--- config.mk ---
export PLATFORM = sky130hd
export DESIGN_NAME = spi_slave_gen
export DESIGN_NICKNAME = d
export VERILOG_FILES = /design/src/rtl/spi_gen_pkg.sv /design/src/rtl/spi_tx_serializer.sv /design/src/rtl/spi_slave_gen.sv
export SDC_FILE = /design/constraint.sdc
export NUM_CORES = 1
export LEC_CHECK = 0
export ABC_AREA = 1
export BUFFER_PORTS_ARGS = -buffer_cell sky130_fd_sc_hd__buf_2
export CELL_PAD_IN_SITES_DETAIL_PLACEMENT = 1
export CELL_PAD_IN_SITES_GLOBAL_PLACEMENT = 1
export CORE_MARGIN = 2
export CORE_UTILIZATION = 43
export CTS_CLUSTER_DIAMETER = 200
export CTS_CLUSTER_SIZE = 40
export DETAILED_ROUTE_END_ITERATION = 6
export GPL_ROUTABILITY_DRIVEN = 0
export PLACE_DENSITY = 0.76
export SYNTH_ARGS = -nofsm -noshare
export SYNTH_HDL_FRONTEND = slang
export SYNTH_SLANG_ARGS = --single-unit
export TNS_END_PERCENT = 50
--- constraint.sdc ---
create_clock -name clk -period 2.2 [get_ports clk]
set_input_delay 0.33 -clock clk [delete_from_list [all_inputs] [get_ports clk]]
set_output_delay 0.33 -clock clk [all_outputs]
set_load 0.02 [all_outputs]
--- src/rtl/spi_gen_pkg.sv ---
`default_nettype none
// ============================================================================
// Module      : spi_gen_pkg
// Description : Shared types, command codes and width helper for the
//               parametrised SPI slave front-end.
// Revision    : 1.0 - initial release
// ============================================================================
package spi_gen_pkg;

   // Frame controller states
   typedef enum logic [2:0] {
      ST_IDLE      = 3'd0,
      ST_CHK_CMD   = 3'd1,
      ST_WRITE     = 3'd2,
      ST_READ_ADD  = 3'd3,
      ST_READ_DATA = 3'd4,
      ST_WAIT_TX   = 3'd5,
      ST_TX        = 3'd6,
      ST_DONE      = 3'd7
   } state_t;

   // Command field carried in the two MSBs of every received word
   localparam logic [1:0] CMD_WR_ADDR = 2'b00;
   localparam logic [1:0] CMD_WR_DATA = 2'b01;
   localparam logic [1:0] CMD_RD_ADDR = 2'b10;
   localparam logic [1:0] CMD_RD_DATA = 2'b11;

   // Received word width: command (2 bits) plus payload
   function automatic int rx_w(input int payload_w);
      return payload_w + 2;
   endfunction

endpackage
`default_nettype wire

--- src/rtl/spi_tx_serializer.sv ---
`default_nettype none
// ============================================================================
// Module      : spi_tx_serializer
// Description : Parallel-load MSB-first shift register. The MSB appears on
//               miso in the cycle after load; done flags the last bit so the
//               controller can leave TX on the following edge, when miso
//               returns to 0.
// Revision    : 1.0 - initial release
// ============================================================================
module spi_tx_serializer #(
   parameter int PAYLOAD_W = 8
) (
   input  logic                 clk,
   input  logic                 arst,
   input  logic                 load,
   input  logic                 clear,
   input  logic [PAYLOAD_W-1:0] data,
   output logic                 miso,
   output logic                 done
);

   localparam int CNT_W = (PAYLOAD_W > 1) ? $clog2(PAYLOAD_W) : 1;
   localparam logic [CNT_W-1:0] C_LAST = CNT_W'(PAYLOAD_W - 1);

   logic [PAYLOAD_W-1:0] r_shreg;
   logic [CNT_W-1:0]     r_cnt;
   logic                 r_active;

   // Load, shift one bit per edge, and go idle after the last bit
   always_ff @(posedge clk or posedge arst) begin
      if (arst) begin
         r_shreg  <= '0;
         r_cnt    <= '0;
         r_active <= 1'b0;
      end else if (load) begin
         r_shreg  <= data;
         r_cnt    <= '0;
         r_active <= 1'b1;
      end else if (clear) begin
         r_active <= 1'b0;
      end else if (r_active) begin
         if (r_cnt == C_LAST) begin
            r_active <= 1'b0;
         end else begin
            r_shreg <= r_shreg << 1;
            r_cnt   <= r_cnt + 1'b1;
         end
      end
   end

   assign miso = r_active & r_shreg[PAYLOAD_W-1];
   assign done = r_active && (r_cnt == C_LAST);

endmodule
`default_nettype wire

--- src/rtl/spi_slave_gen.sv ---
`default_nettype none
// ============================================================================
// Module      : spi_slave_gen
// Description : SPI slave front-end for the SPI-RAM subsystem. Receives one
//               {cmd, payload} word per frame, checks the command against the
//               path bit, serialises one read word, and reports abort,
//               command mismatch and read-data timeout on frame_err.
// Revision    : 1.0 - initial release
// ============================================================================
module spi_slave_gen
   import spi_gen_pkg::*;
#(
   parameter int PAYLOAD_W  = 8,
   parameter int TX_TIMEOUT = 16
) (
   input  logic                 clk,
   input  logic                 arst,
   input  logic                 ss_n,
   input  logic                 mosi,
   output logic                 miso,
   output logic [PAYLOAD_W+1:0] rx_data,
   output logic                 rx_valid,
   input  logic [PAYLOAD_W-1:0] tx_data,
   input  logic                 tx_valid,
   output logic                 frame_err,
   output logic                 rd_addr_held,
   output logic                 busy
);

   localparam int RX_W = rx_w(PAYLOAD_W);
   localparam int BC_W = $clog2(RX_W + 1);
   localparam int TO_W = (TX_TIMEOUT > 0) ? $clog2(TX_TIMEOUT + 1) : 1;
   localparam logic [BC_W-1:0] C_BC_LAST = BC_W'(RX_W - 1);
   localparam logic [TO_W-1:0] C_TO_LAST = TO_W'((TX_TIMEOUT > 0) ? TX_TIMEOUT - 1 : 0);
   localparam logic [TO_W-1:0] C_TO_MAX  = TO_W'(TX_TIMEOUT);

   state_t          r_state, w_state_nxt;
   logic [RX_W-1:0] r_shift, w_shift_nxt;
   logic [RX_W-1:0] r_rx_data, w_rx_data_nxt;
   logic [BC_W-1:0] r_bit_cnt, w_bit_cnt_nxt;
   logic [TO_W-1:0] r_to_cnt, w_to_cnt_nxt;
   logic            r_rx_valid, w_rx_valid_nxt;
   logic            r_frame_err, w_frame_err_nxt;
   logic            r_held, w_held_nxt;
   logic            w_load, w_clear;
   logic [RX_W-1:0] w_word;
   logic [1:0]      w_cmd;
   logic            w_match;
   logic            w_tx_done;

   assign w_word = {r_shift[RX_W-2:0], mosi};
   assign w_cmd  = w_word[RX_W-1:RX_W-2];

   // State and datapath registers; async reset returns everything to idle
   always_ff @(posedge clk or posedge arst) begin
      if (arst) begin
         r_state     <= ST_IDLE;
         r_shift     <= '0;
         r_rx_data   <= '0;
         r_bit_cnt   <= '0;
         r_to_cnt    <= '0;
         r_rx_valid  <= 1'b0;
         r_frame_err <= 1'b0;
         r_held      <= 1'b0;
      end else begin
         r_state     <= w_state_nxt;
         r_shift     <= w_shift_nxt;
         r_rx_data   <= w_rx_data_nxt;
         r_bit_cnt   <= w_bit_cnt_nxt;
         r_to_cnt    <= w_to_cnt_nxt;
         r_rx_valid  <= w_rx_valid_nxt;
         r_frame_err <= w_frame_err_nxt;
         r_held      <= w_held_nxt;
      end
   end

   // Next-state and output decode; ss_n high mid-frame always wins
   always_comb begin
      w_state_nxt     = r_state;
      w_shift_nxt     = r_shift;
      w_rx_data_nxt   = r_rx_data;
      w_bit_cnt_nxt   = r_bit_cnt;
      w_to_cnt_nxt    = r_to_cnt;
      w_rx_valid_nxt  = 1'b0;
      w_frame_err_nxt = 1'b0;
      w_held_nxt      = r_held;
      w_load          = 1'b0;
      w_clear         = 1'b0;
      w_match         = 1'b0;
      case (r_state)
         ST_IDLE: begin
            w_bit_cnt_nxt = '0;
            if (!ss_n) w_state_nxt = ST_CHK_CMD;
         end
         ST_CHK_CMD: begin
            w_bit_cnt_nxt = '0;
            if (ss_n)        w_state_nxt = ST_IDLE;
            else if (!mosi)  w_state_nxt = ST_WRITE;
            else if (r_held) w_state_nxt = ST_READ_DATA;
            else             w_state_nxt = ST_READ_ADD;
         end
         ST_WRITE, ST_READ_ADD, ST_READ_DATA: begin
            if (ss_n) begin
               w_state_nxt     = ST_IDLE;
               w_frame_err_nxt = 1'b1;
            end else begin
               w_shift_nxt = w_word;
               if (r_bit_cnt == C_BC_LAST) begin
                  case (r_state)
                     ST_WRITE:    w_match = (w_cmd == CMD_WR_ADDR) || (w_cmd == CMD_WR_DATA);
                     ST_READ_ADD: w_match = (w_cmd == CMD_RD_ADDR);
                     default:     w_match = (w_cmd == CMD_RD_DATA);
                  endcase
                  if (w_match) begin
                     w_rx_data_nxt  = w_word;
                     w_rx_valid_nxt = 1'b1;
                     if (r_state == ST_READ_DATA) begin
                        w_state_nxt  = ST_WAIT_TX;
                        w_to_cnt_nxt = '0;
                     end else begin
                        w_state_nxt = ST_DONE;
                        if (r_state == ST_READ_ADD) w_held_nxt = 1'b1;
                     end
                  end else begin
                     w_frame_err_nxt = 1'b1;
                     w_state_nxt     = ST_DONE;
                  end
               end else begin
                  w_bit_cnt_nxt = r_bit_cnt + 1'b1;
               end
            end
         end
         ST_WAIT_TX: begin
            if (ss_n) begin
               w_state_nxt     = ST_IDLE;
               w_frame_err_nxt = 1'b1;
            end else if (tx_valid) begin
               w_load      = 1'b1;
               w_state_nxt = ST_TX;
            end else if ((TX_TIMEOUT != 0) && (r_to_cnt == C_TO_LAST)) begin
               w_frame_err_nxt = 1'b1;
               w_held_nxt      = 1'b0;
               w_state_nxt     = ST_DONE;
            end else if (r_to_cnt != C_TO_MAX) begin
               w_to_cnt_nxt = r_to_cnt + 1'b1;
            end
         end
         ST_TX: begin
            if (ss_n) begin
               w_state_nxt     = ST_IDLE;
               w_frame_err_nxt = 1'b1;
               w_clear         = 1'b1;
            end else if (w_tx_done) begin
               w_state_nxt = ST_DONE;
               w_held_nxt  = 1'b0;
            end
         end
         ST_DONE: begin
            if (ss_n) w_state_nxt = ST_IDLE;
         end
         default: w_state_nxt = ST_IDLE;
      endcase
   end

   spi_tx_serializer #(
      .PAYLOAD_W (PAYLOAD_W)
   ) u_tx_ser (
      .clk   (clk),
      .arst  (arst),
      .load  (w_load),
      .clear (w_clear),
      .data  (tx_data),
      .miso  (miso),
      .done  (w_tx_done)
   );

   assign rx_data      = r_rx_data;
   assign rx_valid     = r_rx_valid;
   assign frame_err    = r_frame_err;
   assign rd_addr_held = r_held;
   assign busy         = (r_state != ST_IDLE);

endmodule
`default_nettype wire
==> results of run 1 <==
[Yosys cell counts]
cell                        n
sky130_fd_sc_hd__nand2_1   94
sky130_fd_sc_hd__dfrtp_1   46
sky130_fd_sc_hd__inv_1     27
sky130_fd_sc_hd__nor2_1    25
sky130_fd_sc_hd__nand3_1   24
sky130_fd_sc_hd__o21ai_0   16
sky130_fd_sc_hd__o21ai_1   12
sky130_fd_sc_hd__ha_1       7
sky130_fd_sc_hd__nand4_1    7
sky130_fd_sc_hd__inv_2      6
sky130_fd_sc_hd__a21oi_1    5
sky130_fd_sc_hd__nand2_2    4
sky130_fd_sc_hd__buf_6      3
sky130_fd_sc_hd__buf_2      2
sky130_fd_sc_hd__buf_4      2
sky130_fd_sc_hd__nor2_2     2
sky130_fd_sc_hd__nor3_1     2
sky130_fd_sc_hd__xor2_1     2
sky130_fd_sc_hd__a21boi_0   1
sky130_fd_sc_hd__a21oi_2    1
sky130_fd_sc_hd__a22o_1     1
sky130_fd_sc_hd__a22oi_1    1
sky130_fd_sc_hd__a31oi_1    1
sky130_fd_sc_hd__and2_1     1
sky130_fd_sc_hd__clkbuf_1   1
sky130_fd_sc_hd__inv_4      1
sky130_fd_sc_hd__nand3_2    1
sky130_fd_sc_hd__nand3_4    1
sky130_fd_sc_hd__nand3b_1   1
sky130_fd_sc_hd__nor3_4     1
sky130_fd_sc_hd__nor3b_1    1
sky130_fd_sc_hd__o21ai_2    1
sky130_fd_sc_hd__o32ai_1    1
[power breakdown]
group	switching, mW	total, mW	internal (mW)
Sequential	0.185	1.22	1.04
Clock	0.290	0.775	0.484
Combinational	0.609	0.919	0.309
[how the worst max path moves through the flow]
stage,cells past startpoint,slack [ps],from,end
CTS,10,280,r_to_cnt[0],r_to_cnt[4]
floorplan,10,540,r_to_cnt[0],r_to_cnt[0]
finish,10,290,r_to_cnt[0],r_to_cnt[0]
global route,10,80,r_to_cnt[0],r_to_cnt[2]
detailed placement,10,290,r_to_cnt[0],r_to_cnt[4]
global placement,10,370,r_to_cnt[0],r_to_cnt[4]
[registers in the layout (all words and copies together) (netlist names)]
name and count:
u_tx_ser.r_active 1, rd_addr_held 1, rx_data 10, r_state 3
r_to_cnt 5, frame_err 1, rx_valid 1, u_tx_ser.r_shreg 8
u_tx_ser.r_cnt 3, r_bit_cnt 4, r_shift 9
[kinds of logic (layout without fill, tap and decap cells)]
group	count (synthesis)	in the layout	synth area share (%)
AND/OR/NAND/NOR	164	164	30.2
flip-flops	46	46	48.1
XOR/XNOR	2	2	0.732
buffers and inverters	42	73	8.05
AO/OA/AOI/OAI	40	40	9.25
adder cells (fa/ha/maj)	7	7	3.66
[final cells by class]
| cell class | instances | area (um2) | share of cell area (%) |
|---|---|---|---|
| flip-flops and latches | 46 | 1150 | 42.0 |
| multi-input cells | 213 | 1050 | 38.3 |
| repair buffers | 31 | 178 | 6.48 |
| inverters | 34 | 130 | 4.75 |
| well taps | 72 | 90.1 | 3.29 |
| clock buffers | 6 | 82.6 | 3.01 |
| clock inverters | 2 | 60.1 | 2.19 |
[critical path, stage by stage, from the launching register on]
cell                      delay [ps]
sky130_fd_sc_hd__dfrtp_1         440
sky130_fd_sc_hd__ha_1            230
sky130_fd_sc_hd__nand2_1          80
sky130_fd_sc_hd__nor2_1           40
sky130_fd_sc_hd__ha_1            200
sky130_fd_sc_hd__nor2_2          150
sky130_fd_sc_hd__nand2_1          90
sky130_fd_sc_hd__a21oi_2         300
sky130_fd_sc_hd__nand2_2         140
sky130_fd_sc_hd__nand2_1          90
sky130_fd_sc_hd__nand2_1          50
[metal layers]
layer,routed length [um],GRT usage (%),vias up
met5,0,0,-
met4,65,5.96,0
met3,195,4.83,6
met2,2910,35.6,30
met1,2560,25.6,1003
li1,-,-,1022
==> run_summary.xml, run 1 <==
<?xml version="1.0" encoding="UTF-8"?>
<metrics>
  <group name="routing">
    <metric name="drt-vias-per-instance" unit="">5.10</metric>
    <metric name="detail-route-antenna-nets" unit="">0</metric>
    <metric name="post-route-drc-count" unit="">0</metric>
    <metric name="drt_first_pass_iters" unit="">4</metric>
    <metric name="wl" unit="um">5730</metric>
    <metric name="initialDrtViolationCount" unit="">83</metric>
    <metric name="average_detailed_routed_wire_length_per_instance" unit="um">14.2</metric>
    <metric name="vias" unit="">2061</metric>
  </group>
  <group name="global_routing">
    <metric name="grt_first_pass_wirelength" unit="um">10100</metric>
    <metric name="grt_max_degree" unit="">47</metric>
    <metric name="grt_pass1_vias" unit="">2131</metric>
    <metric name="globalRouteTotalUtil" unit="%">20.6</metric>
    <metric name="grt_overflow" unit="">0</metric>
    <metric name="antenna_found_initial" unit="">0</metric>
  </group>
  <group name="layout">
    <metric name="fillers" unit="">690</metric>
    <metric name="finalNonFillerCells" unit="">404</metric>
    <metric name="design_area" unit="um2">2740</metric>
    <metric name="layout.cells.most_common" unit="">sky130_fd_sc_hd__nand2_1</metric>
    <metric name="final_util" unit="%">50.4</metric>
    <metric name="final_net_count" unit="">351</metric>
    <metric name="antenna_diode_count" unit="">0</metric>
    <metric name="final_cell_mix" unit="">94 x sky130_fd_sc_hd__nand2_1, 46 x sky130_fd_sc_hd__dfrtp_1, 27 x sky130_fd_sc_hd__buf_2</metric>
    <metric name="layout-area-overhead-vs-synth" unit="%">14.5</metric>
    <metric name="fraction_of_final_layout_cells_sized_beyond_drive_strength_1" unit="%">17.5</metric>
  </group>
  <group name="logic_synthesis">
    <metric name="synth_warnings" unit="">0</metric>
    <metric name="register_bit_total_from_synthesis" unit="">46</metric>
    <metric name="syn_avg_cell_area" unit="um2">7.95</metric>
    <metric name="synth.lib_cells_used.distinct" unit="">33</metric>
    <metric name="synthCells" unit="">301</metric>
    <metric name="synth_top_area_share" unit="%">48.1</metric>
    <metric name="netlist_area" unit="um2">2390</metric>
    <metric name="synth_largest_area_cell" unit="">sky130_fd_sc_hd__dfrtp_1</metric>
    <metric name="post_synth_main_area_contributors" unit="">sky130_fd_sc_hd__dfrtp_1 48%, sky130_fd_sc_hd__nand2_1 15%, sky130_fd_sc_hd__nand3_1 5.0%</metric>
    <metric name="syn_nets" unit="">321</metric>
    <metric name="yosysSeqAreaShare" unit="%">48.1</metric>
  </group>
  <group name="sta">
    <metric name="setup_ws" unit="ps">293</metric>
    <metric name="holdWs" unit="ps">62.9</metric>
    <metric name="post-route-period-util" unit="%">86.7</metric>
    <metric name="drv_slew" unit="">0</metric>
    <metric name="count_of_endpoints_failing_hold_in_the_final_timing_report" unit="">0</metric>
    <metric name="min_period" unit="ps">1910</metric>
    <metric name="finClkSkew" unit="ps">6.97</metric>
    <metric name="clock.fmax" unit="MHz">525</metric>
    <metric name="final-setup-viol-count" unit="">0</metric>
    <metric name="tns" unit="ps">0</metric>
    <metric name="slew_headroom" unit="%">71.2</metric>
    <metric name="worstMarginPinSlew" unit="ps">431</metric>
    <metric name="grt_setup_unrepaired" unit="">no</metric>
  </group>
  <group name="clock_network">
    <metric name="clk_path_buf_depth" unit="">2</metric>
    <metric name="numCtsBuffers" unit="">5</metric>
    <metric name="cts_max_level" unit="">2</metric>
    <metric name="clk-insertion-delay-late" unit="ps">300</metric>
    <metric name="tritoncts_num_sinks" unit="">46</metric>
    <metric name="post_cts.repair.setup_buffers" unit="">0</metric>
    <metric name="cts_tree" unit="">done</metric>
    <metric name="cts_repair_resize_count" unit="">0</metric>
    <metric name="cts-hold-fix-buffers" unit="">0</metric>
    <metric name="cts.reportedPaths.clkPinSlew" unit="ps">90</metric>
    <metric name="clock-root-buffer" unit="">sky130_fd_sc_hd__clkbuf_8</metric>
  </group>
  <group name="place">
    <metric name="port-buffer-count" unit="">27</metric>
    <metric name="place_inst" unit="">396</metric>
    <metric name="dpl-instance-area" unit="um2">2600</metric>
    <metric name="pre_cts_slack" unit="ps">293</metric>
    <metric name="hpwlAfterDp" unit="um">4100</metric>
  </group>
  <group name="pwr">
    <metric name="p_leak" unit="nW">1.39</metric>
    <metric name="irDropWorstVdd" unit="V">0.000462</metric>
    <metric name="power_density" unit="nW/um2">1060</metric>
    <metric name="totalPowerFinal" unit="mW">2.92</metric>
  </group>
  <group name="flow_run">
    <metric name="cap_viol_max_count" unit="">0</metric>
  </group>
  <group name="floorplanning">
    <metric name="width_of_the_die" unit="um">78.6</metric>
    <metric name="placementRows" unit="">27</metric>
    <metric name="die_span_in_y" unit="um">78.6</metric>
    <metric name="initial_utilization" unit="%">44.0</metric>
    <metric name="design.die.area" unit="um2">6180</metric>
    <metric name="core_area" unit="um2">5440</metric>
    <metric name="top_level_ports" unit="">28</metric>
  </group>
  <group name="setup_path">
    <metric name="worstReg2RegStart" unit="">r_to_cnt[0]</metric>
    <metric name="worst-r2r-cell-count" unit="">10</metric>
    <metric name="cp_data_arrival_time" unit="ps">2100</metric>
    <metric name="timing.reg2reg.setup_slack" unit="ps">290</metric>
    <metric name="critPathKind" unit="">register to register</metric>
    <metric name="regToRegEndpoint" unit="">r_to_cnt[0]</metric>
    <metric name="critical_path.startpoint_type" unit="">register</metric>
    <metric name="worst_path_fanout_max" unit="">6</metric>
    <metric name="setup.worst_path.end_class" unit="">register</metric>
    <metric name="worst-endpoint-required" unit="ps">2400</metric>
  </group>
  <group name="min_path">
    <metric name="hold_class" unit="">input pin to asynchronous set/reset pin</metric>
  </group>
  <group name="status">
    <metric name="outcome" unit="">complete, no violations</metric>
  </group>
</metrics>
Note: power is estimated with default switching activity, not from simulation.
==> run 2: changes to the inputs <==
- CORE_UTILIZATION: 43 -> 35
- PLACE_DENSITY: 0.76 -> 0.64
==> run_summary.xml, run 2 (synthesis gave the netlist of run 1 again) <==
<?xml version="1.0" encoding="UTF-8"?>
<metrics>
  <group name="clock_network">
    <metric name="clk-insertion-delay-late" unit="ps">300</metric>
    <metric name="clk_path_buf_depth" unit="">2</metric>
    <metric name="post_cts.repair.setup_buffers" unit="">0</metric>
    <metric name="tritoncts_num_sinks" unit="">46</metric>
    <metric name="cts-hold-fix-buffers" unit="">0</metric>
    <metric name="cts_repair_resize_count" unit="">0</metric>
    <metric name="cts_max_level" unit="">2</metric>
    <metric name="cts_tree" unit="">done</metric>
    <metric name="clock-root-buffer" unit="">sky130_fd_sc_hd__clkbuf_8</metric>
    <metric name="cts.reportedPaths.clkPinSlew" unit="ps">90</metric>
    <metric name="numCtsBuffers" unit="">5</metric>
  </group>
  <group name="min_path">
    <metric name="hold_class" unit="">input pin to asynchronous set/reset pin</metric>
  </group>
  <group name="pwr">
    <metric name="intPower" unit="mW">1.68</metric>
    <metric name="p_sw" unit="mW">1.08</metric>
    <metric name="share_seq_of_total_power" unit="%">44.3</metric>
    <metric name="p_leak" unit="nW">1.37</metric>
    <metric name="totalPowerFinal" unit="mW">2.76</metric>
    <metric name="comb_power_share" unit="%">32.3</metric>
    <metric name="clockPowerShare" unit="%">23.4</metric>
    <metric name="power_density" unit="nW/um2">1020</metric>
    <metric name="switching_share" unit="%">39.2</metric>
    <metric name="irDropWorstVdd" unit="V">0.000340</metric>
  </group>
  <group name="floorplanning">
    <metric name="core_area" unit="um2">6720</metric>
    <metric name="top_level_ports" unit="">28</metric>
    <metric name="width_of_the_die" unit="um">86.7</metric>
    <metric name="placementRows" unit="">30</metric>
    <metric name="design.die.area" unit="um2">7520</metric>
    <metric name="initial_utilization" unit="%">35.6</metric>
    <metric name="die_span_in_y" unit="um">86.7</metric>
  </group>
  <group name="setup_path">
    <metric name="worstReg2RegStart" unit="">r_to_cnt[0]</metric>
    <metric name="crit_top_cell" unit="">sky130_fd_sc_hd__nand2_1</metric>
    <metric name="critPathKind" unit="">register to register</metric>
    <metric name="worst-r2r-cell-count" unit="">10</metric>
    <metric name="slowest_stage" unit="">sky130_fd_sc_hd__dfrtp_1</metric>
    <metric name="worst_path_largest_cell_delay" unit="ps">430</metric>
    <metric name="timing.reg2reg.setup_slack" unit="ps">300</metric>
    <metric name="setup.worst_path.end_class" unit="">register</metric>
    <metric name="worst_path_fanout_max" unit="">6</metric>
    <metric name="cp_data_arrival_time" unit="ps">2100</metric>
    <metric name="critical_path.startpoint_type" unit="">register</metric>
    <metric name="crit_path_cell_trace" unit="">ha_1 &gt; nand2_1 &gt; nor2_1 &gt; ha_1 &gt; nor2_2 &gt; nand2_1 &gt; a21oi_2 &gt; nand2_2 &gt; nand2_1 &gt; nand2_1</metric>
    <metric name="worst-endpoint-required" unit="ps">2390</metric>
    <metric name="regToRegEndpoint" unit="">r_to_cnt[2]</metric>
  </group>
  <group name="global_routing">
    <metric name="grt_pass1_vias" unit="">2033</metric>
    <metric name="grt_overflow" unit="">0</metric>
    <metric name="antenna_found_initial" unit="">0</metric>
    <metric name="grt_first_pass_wirelength" unit="um">9670</metric>
    <metric name="globalRouteTotalUtil" unit="%">16.3</metric>
    <metric name="grt_max_degree" unit="">30</metric>
  </group>
  <group name="sta">
    <metric name="holdWs" unit="ps">100</metric>
    <metric name="slew_headroom" unit="%">57.1</metric>
    <metric name="count_of_endpoints_failing_hold_in_the_final_timing_report" unit="">0</metric>
    <metric name="post-route-period-util" unit="%">86.5</metric>
    <metric name="final-setup-viol-count" unit="">0</metric>
    <metric name="grt_setup_unrepaired" unit="">no</metric>
    <metric name="min_period" unit="ps">1900</metric>
    <metric name="tns" unit="ps">0</metric>
    <metric name="worstMarginPinSlew" unit="ps">642</metric>
    <metric name="finClkSkew" unit="ps">7.67</metric>
    <metric name="drv_slew" unit="">0</metric>
    <metric name="clock.fmax" unit="MHz">526</metric>
  </group>
  <group name="layout">
    <metric name="final_cell_mix" unit="">94 x sky130_fd_sc_hd__nand2_1, 46 x sky130_fd_sc_hd__dfrtp_1, 27 x sky130_fd_sc_hd__buf_2</metric>
    <metric name="layout.cells.most_common" unit="">sky130_fd_sc_hd__nand2_1</metric>
    <metric name="final_net_count" unit="">352</metric>
    <metric name="design_area" unit="um2">2720</metric>
    <metric name="antenna_diode_count" unit="">0</metric>
    <metric name="final_util" unit="%">40.4</metric>
    <metric name="layout-area-overhead-vs-synth" unit="%">13.5</metric>
    <metric name="largest_register_ff_count" unit="">10</metric>
    <metric name="fraction_of_final_layout_cells_sized_beyond_drive_strength_1" unit="%">17.7</metric>
  </group>
  <group name="routing">
    <metric name="drt-vias-per-instance" unit="">4.88</metric>
    <metric name="wl" unit="um">5500</metric>
    <metric name="average_detailed_routed_wire_length_per_instance" unit="um">13.3</metric>
    <metric name="initialDrtViolationCount" unit="">96</metric>
    <metric name="post-route-drc-count" unit="">0</metric>
    <metric name="detail-route-antenna-nets" unit="">0</metric>
    <metric name="drt_first_pass_iters" unit="">4</metric>
    <metric name="vias" unit="">2017</metric>
  </group>
  <group name="place">
    <metric name="hpwlAfterDp" unit="um">4140</metric>
    <metric name="port-buffer-count" unit="">27</metric>
    <metric name="dpl-instance-area" unit="um2">2600</metric>
  </group>
  <group name="status">
    <metric name="outcome" unit="">complete, no violations</metric>
  </group>
  <group name="flow_run">
    <metric name="cap_viol_max_count" unit="">0</metric>
  </group>
</metrics>
==> run 2: through the flow <==
step | cells | setup WS, ps
finish | 413 | 298
global route | 413 | 136
CTS | 413 | 275
detailed placement | 405 | 291
global placement | 405 | 284
floorplan | 301 | 544
==> run 2: routing by layer <==
layer	part of all wire, %	track usage, %
met1	50	21.8
met2	47	26.8
met5	0	0
met4	1.2	5.54
met3	2.1	2.76
==> run 2: worst max-delay path by stage <==
stage,startpoint,end,slack (ps),depth (start not counted)
6_report,r_to_cnt[0],r_to_cnt[2],300,10
5_1_grt,r_to_cnt[0],r_to_cnt[4],140,10
4_1_cts,r_to_cnt[0],r_to_cnt[4],280,10
3_5_place_dp,r_to_cnt[0],r_to_cnt[0],290,10
3_3_place_gp,r_to_cnt[0],r_to_cnt[0],280,10
2_1_floorplan,r_to_cnt[0],r_to_cnt[0],540,10
==> run 2: worst max-delay path, delay by kind of cell (launching register included) <==
kind	cells	cell delay, ps
flip-flops	1	430
AO/OA/AOI/OAI	1	280
adder cells (fa/ha/maj)	2	440
AND/OR/NAND/NOR	7	650
==> run 2: layout make-up <==
type / count / area [um2]
fill: 848 / 4000
sequential: 46 / 1150
clock inverter: 3 / 43.8
inverter: 34 / 130
timing repair buffer: 32 / 173
multi-input combinational: 213 / 1050
clock buffer: 5 / 68.8
tap: 80 / 100
==> run 2: power by group through the flow <==
stage / clock [mW] / sequential, mW / combinational, mW
3_3_place_gp: 0 / 1.23 / 0.897
5_1_grt: 0.711 / 1.26 / 1.07
4_1_cts: 0.687 / 1.23 / 0.911
3_5_place_dp: 0 / 1.24 / 0.908
6_report: 0.645 / 1.23 / 0.894
2_1_floorplan: 0 / 1.18 / 0.745
